`src/rtl/dly_mon_pkg.sv`:
```
// Shared definitions for the dlya delay-chain measurement blocks.
package dly_mon_pkg;

  // Measurement controller states
  typedef enum logic [1:0] {
    IDLE    = 2'd0,
    SETTLE  = 2'd1,
    MEASURE = 2'd2,
    REPORT  = 2'd3
  } mon_state_t;

  // Default widths and timing
  localparam int DEF_CNT_W       = 16;
  localparam int DEF_WIN_W       = 16;
  localparam int DEF_SETTLE_CYC  = 8;
  localparam int DEF_SYNC_STAGES = 2;

  // Fewer flops than this do not give adequate metastability protection
  localparam int MIN_SYNC_STAGES = 2;

endpackage

```
`src/rtl/dly_ring_sync.sv`:
```
// Synchroniser for an asynchronous delay-chain tap, with a one-cycle
// pulse on every synchronised rising edge.
module dly_ring_sync
  import dly_mon_pkg::*;
#(
  parameter int STAGES = DEF_SYNC_STAGES
) (
  input  logic clk,
  input  logic rn,
  input  logic async_in,
  output logic rise
);

  // Depth is never allowed below the safe minimum
  localparam int N = (STAGES < MIN_SYNC_STAGES) ? MIN_SYNC_STAGES : STAGES;

  logic [N-1:0] sync_reg;
  logic         prev_reg;

  // Shift the tap through the synchroniser and remember the last synchronised level
  always_ff @(posedge clk or negedge rn) begin
    if (!rn) begin
      sync_reg <= '0;
      prev_reg <= 1'b0;
    end else begin
      sync_reg <= {sync_reg[N-2:0], async_in};
      prev_reg <= sync_reg[N-1];
    end
  end

  assign rise = sync_reg[N-1] & ~prev_reg;

endmodule

```
`src/rtl/dly_ring_monitor.sv`:
```
// Ring-oscillator frequency monitor: enables the ring, lets it settle,
// counts its rising edges over a window of CLK cycles and reports the count.
module dly_ring_monitor
  import dly_mon_pkg::*;
#(
  parameter int CNT_W       = DEF_CNT_W,
  parameter int WIN_W       = DEF_WIN_W,
  parameter int SETTLE_CYC  = DEF_SETTLE_CYC,
  parameter int SYNC_STAGES = DEF_SYNC_STAGES
) (
  input  logic             CLK,
  input  logic             RN,
  input  logic             START,
  input  logic             ABORT,
  input  logic [WIN_W-1:0] WINDOW,
  input  logic             RING_IN,
  output logic             RING_EN,
  output logic             BUSY,
  output logic             DONE,
  output logic [CNT_W-1:0] COUNT,
  output logic             OVF
);

  // Down-counter must hold both the settle length and the window length
  localparam int DW = (WIN_W > 8) ? WIN_W : 8;

  mon_state_t       state_reg, state_next;
  logic [DW-1:0]    dcnt_reg, dcnt_next;
  logic [WIN_W-1:0] win_reg;
  logic [CNT_W-1:0] cnt_reg;
  logic             sat_reg;
  logic [CNT_W-1:0] count_reg;
  logic             ovf_reg;
  logic             accept;
  logic             done_c;
  logic             ring_rise;

  dly_ring_sync #(
    .STAGES (SYNC_STAGES)
  ) u_sync (
    .clk      (CLK),
    .rn       (RN),
    .async_in (RING_IN),
    .rise     (ring_rise)
  );

  // ABORT outranks START even while idle
  assign accept = (state_reg == IDLE) && START && !ABORT;

  // State register and settle/window down-counter
  always_ff @(posedge CLK or negedge RN) begin
    if (!RN) begin
      state_reg <= IDLE;
      dcnt_reg  <= '0;
    end else begin
      state_reg <= state_next;
      dcnt_reg  <= dcnt_next;
    end
  end

  // Next-state logic; the down-counter reloads on each phase change
  always_comb begin
    state_next = state_reg;
    dcnt_next  = dcnt_reg;
    done_c     = 1'b0;
    case (state_reg)
      IDLE: begin
        if (accept) begin
          state_next = SETTLE;
          dcnt_next  = DW'(SETTLE_CYC - 1);
        end
      end
      SETTLE: begin
        if (ABORT) begin
          state_next = IDLE;
        end else if (dcnt_reg == '0) begin
          if (win_reg == '0) begin
            state_next = REPORT;
          end else begin
            state_next = MEASURE;
            dcnt_next  = DW'(win_reg) - DW'(1);
          end
        end else begin
          dcnt_next = dcnt_reg - DW'(1);
        end
      end
      MEASURE: begin
        if (ABORT) begin
          state_next = IDLE;
        end else if (dcnt_reg == '0) begin
          state_next = REPORT;
        end else begin
          dcnt_next = dcnt_reg - DW'(1);
        end
      end
      REPORT: begin
        state_next = IDLE;
        done_c     = !ABORT;
      end
      default: state_next = IDLE;
    endcase
  end

  // Window capture and saturating edge counter with sticky overflow
  always_ff @(posedge CLK or negedge RN) begin
    if (!RN) begin
      win_reg <= '0;
      cnt_reg <= '0;
      sat_reg <= 1'b0;
    end else if (accept) begin
      win_reg <= WINDOW;
      cnt_reg <= '0;
      sat_reg <= 1'b0;
    end else if (state_reg == MEASURE && ring_rise) begin
      if (cnt_reg == {CNT_W{1'b1}}) begin
        sat_reg <= 1'b1;
      end else begin
        cnt_reg <= cnt_reg + CNT_W'(1);
      end
    end
  end

  // Result registers hold the last completed measurement
  always_ff @(posedge CLK or negedge RN) begin
    if (!RN) begin
      count_reg <= '0;
      ovf_reg   <= 1'b0;
    end else if (done_c) begin
      count_reg <= cnt_reg;
      ovf_reg   <= sat_reg;
    end
  end

  // The new result is already visible during the DONE cycle; an ABORT there keeps the old one
  assign COUNT   = done_c ? cnt_reg : count_reg;
  assign OVF     = done_c ? sat_reg : ovf_reg;
  assign DONE    = done_c;
  assign BUSY    = (state_reg != IDLE);
  assign RING_EN = (state_reg == SETTLE) || (state_reg == MEASURE);

endmodule

```
`config.mk`:
```
export PLATFORM = sky130hd
export DESIGN_NAME = dly_ring_monitor
export DESIGN_NICKNAME = d
export VERILOG_FILES = /design/src/rtl/dly_mon_pkg.sv /design/src/rtl/dly_ring_sync.sv /design/src/rtl/dly_ring_monitor.sv
export SDC_FILE = /design/constraint.sdc
export NUM_CORES = 1
export LEC_CHECK = 0
export BUFFER_PORTS_ARGS = -buffer_cell sky130_fd_sc_hd__buf_2
export CELL_PAD_IN_SITES_DETAIL_PLACEMENT = 1
export CELL_PAD_IN_SITES_GLOBAL_PLACEMENT = 1
export CORE_MARGIN = 4
export CORE_UTILIZATION = 45
export CTS_BUF_LIST = sky130_fd_sc_hd__clkbuf_2
export DETAILED_ROUTE_END_ITERATION = 8
export PLACE_DENSITY = 0.75
export SLEW_MARGIN = 25
export SYNTH_ARGS = -nofsm -noshare
export SYNTH_HDL_FRONTEND = slang
export SYNTH_SLANG_ARGS = --single-unit
```
`constraint.sdc`:
```
create_clock -name CLK -period 5 [get_ports CLK]
set_input_delay 1 -clock CLK [delete_from_list [all_inputs] [get_ports CLK]]
set_output_delay 1 -clock CLK [all_outputs]
set_load 0.02 [all_outputs]
```
==> impl_metrics.ini <==
[run_status]
status = finished, final reports clean

[logic_synthesis]
syn-cell-area_mm2 = 0.003712
synth_nets = 386
yosysUniqueCellTypes = 48
avgSynthCellArea_um2 = 10.40
yosys_warnings = 0
syn_inst = 357
ys.flop_type = dfrtp_1
synth_top_family_by_area = simple AND/OR/NAND/NOR gates
seq_area_frac_synth = 0.4786
muxShareOfSynthArea = 0.09943
synth_simple_gate_area_frac = 0.1759
synthXorXnorAreaFrac = 0.08257
synth_compound_area_frac = 0.1122
synth-edff-count = 0
synthAdderAreaFrac = 0.02696
synth-seq-cells = 71
ys_async_sr_fraction = 1.000

[timing]
fin_tns_setup_ps = 0
max_freq_mhz = 294.2
worst_pin_slew_ps = 869.8
fin_skew_ps = 33.45
period_needed_ps = 3398
rsz0062_at_grt = no
slew_viol_final = 0
period_share = 0.6797
setup_viol = 0
report.final.hold_viol_count = 0
slew_headroom = 0.4201
whs_ps = 405.9

[setup_path]
ff2ff_path_depth = 9
worstSetupPathType = in2out
cp_data_arrival_time_ps = 2400
worstPathRequired_ps = 4000
start_kind = input pin
crit_path_max_fanout = 18
timing.critical_path.from = ABORT
regToRegStartpoint = win_reg[0]
crit_path_end_kind = output pin

[route]
routed_via_density = 5.776
drc = 0
drtIter0Drc = 128
routed_wl_um = 9168
num_vias = 2917
antenna_left = 0
wl_per_cell_um = 18.15
drt-pass1-iter-count = 7

[placement]
hpwl_um = 6692
port_buffers = 40
gp_congestion = 0.9176

[die]
start_util = 0.4707
core_mm2 = 0.007888
io_pins = 41
fp.dieW_um = 98.83
die_h_um = 98.83
rows = 32
dieArea_mm2 = 0.009766

[finish]
layout_common_cells = dfrtp_1, nor2_1, buf_2, mux2_2, nand2_1
insertedDiodeCount = 0
drive_gt1_frac = 0.2432
areaGrowthSynthToFinish_pct = 11.12
multi_input_area_mm2 = 0.001852
mostFrequentLayoutCell = dfrtp_1
regArea_mm2 = 0.001777
fillers = 900
nets = 428

[cts]
post_cts_buffers = 0
clk_pin_slew_ps = 180
hold_buffers = 0
h-tree-depth = 3
cts_tree = yes
cts_root_buffer = clkbuf_2
clk_latency_ps = 490
cts-resized-gates = 0
clockBufferDepth = 2
cts.sinks = 71
cts_buffers = 9

[min_path]
hp-start = u_sync.sync_reg[1]
min_path_type = reg2reg
hold_depth = 0

[pwr]
vdd_drop_max_uv = 272.9
p_leak_nw = 1.910
power_density_mw_per_mm2 = 558.6

[global_routing]
grt_pass1_wl_um = 15460
grt_start_max_net_pins = 44
track_usage = 0.1965
antenna_found_initial = 0
grt_overflow = 0
grt_pass1_vias = 3006

[run]
drv_cap = 0
## layer usage
metal	wire, um	GRT usage	vias up
met1	4306	0.2836	1455
li1	-	-	1365
met4	107	0.04202	0
met3	506	0.04105	11
met5	0	0	-
met2	4247	0.3063	86
## final cells by class
cell class,instances,area share
Tap cell,102,0.03094
Timing Repair Buffer,43,0.05399
Multi-Input combinational cell,263,0.4489
Sequential cell,71,0.4307
Clock buffer,9,0.01092
Inverter,11,0.01001
Clock inverter,6,0.01456
## worst max-delay path, cell delays in order
cell and delay, ps:
buf_2 120, nand2b_1 690, mux2_2 430, buf_2 160
## kinds of logic (layout without fill, tap and decap cells)
| family | after synthesis | in the layout |
|---|---|---|
| multiplexers | 33 | 33 |
| buffers and inverters | 23 | 69 |
| adder cells (fa/ha/maj) | 8 | 8 |
| AO/OA/AOI/OAI | 62 | 62 |
| XOR/XNOR | 35 | 35 |
| AND/OR/NAND/NOR | 125 | 125 |
| flip-flops | 71 | 71 |
## power breakdown
part	switching, W	internal [W]	leakage [nW]
Clock	0.000212	0.000111	0.0656
Sequential	0.000187	0.000716	0.941
Combinational	0.000640	0.000439	0.903
Total	0.00104	0.00127	1.91
## worst paths after layout
| path | endpoint | slack, ps |
|---|---|---|
| min reg2reg | u_sync.prev_reg | 410 |
| max | COUNT[2] | 1600 |
| min in group asynchronous | dcnt_reg[1] | 490 |
| min | u_sync.prev_reg | 410 |
| max in group asynchronous | cnt_reg[4] | 3470 |
| max reg2reg | dcnt_reg[8] | 2340 |
## synth_stat cells (4+ instances only)
cell type  instances  share of area
o22ai_1            7          0.012
and4_1             4         0.0094
nor3_1             8          0.011
dfrtp_1           71           0.48
xnor2_1           14          0.033
ha_1               8          0.027
nand2_1           22          0.022
clkbuf_1           6         0.0061
xor2_1            21          0.050
mux2_2            31          0.094
o21ai_1           13          0.018
a21oi_1            9          0.012
nor2_1            41          0.041
a22o_1             8          0.019
inv_1             11          0.011
nand4_1            6          0.010
nand3_1           14          0.019
nor4_1             7          0.012
o21ai_0           10          0.013
## through the flow
step,setup WS [ps],instances,util,cell area (um2),power (W)
after CTS,1577,504,0.5216,4114,0.002296
after global routing,1447,505,0.5230,4125,0.002485
after floorplan,1830,357,-,3712,0.001656
after detailed placement,1589,489,0.5082,4009,0.001970
after global placement,1640,489,0.5082,4009,0.001928
final,1602,505,0.5230,4125,0.002304
Note: power is estimated with default switching activity, not from simulation.
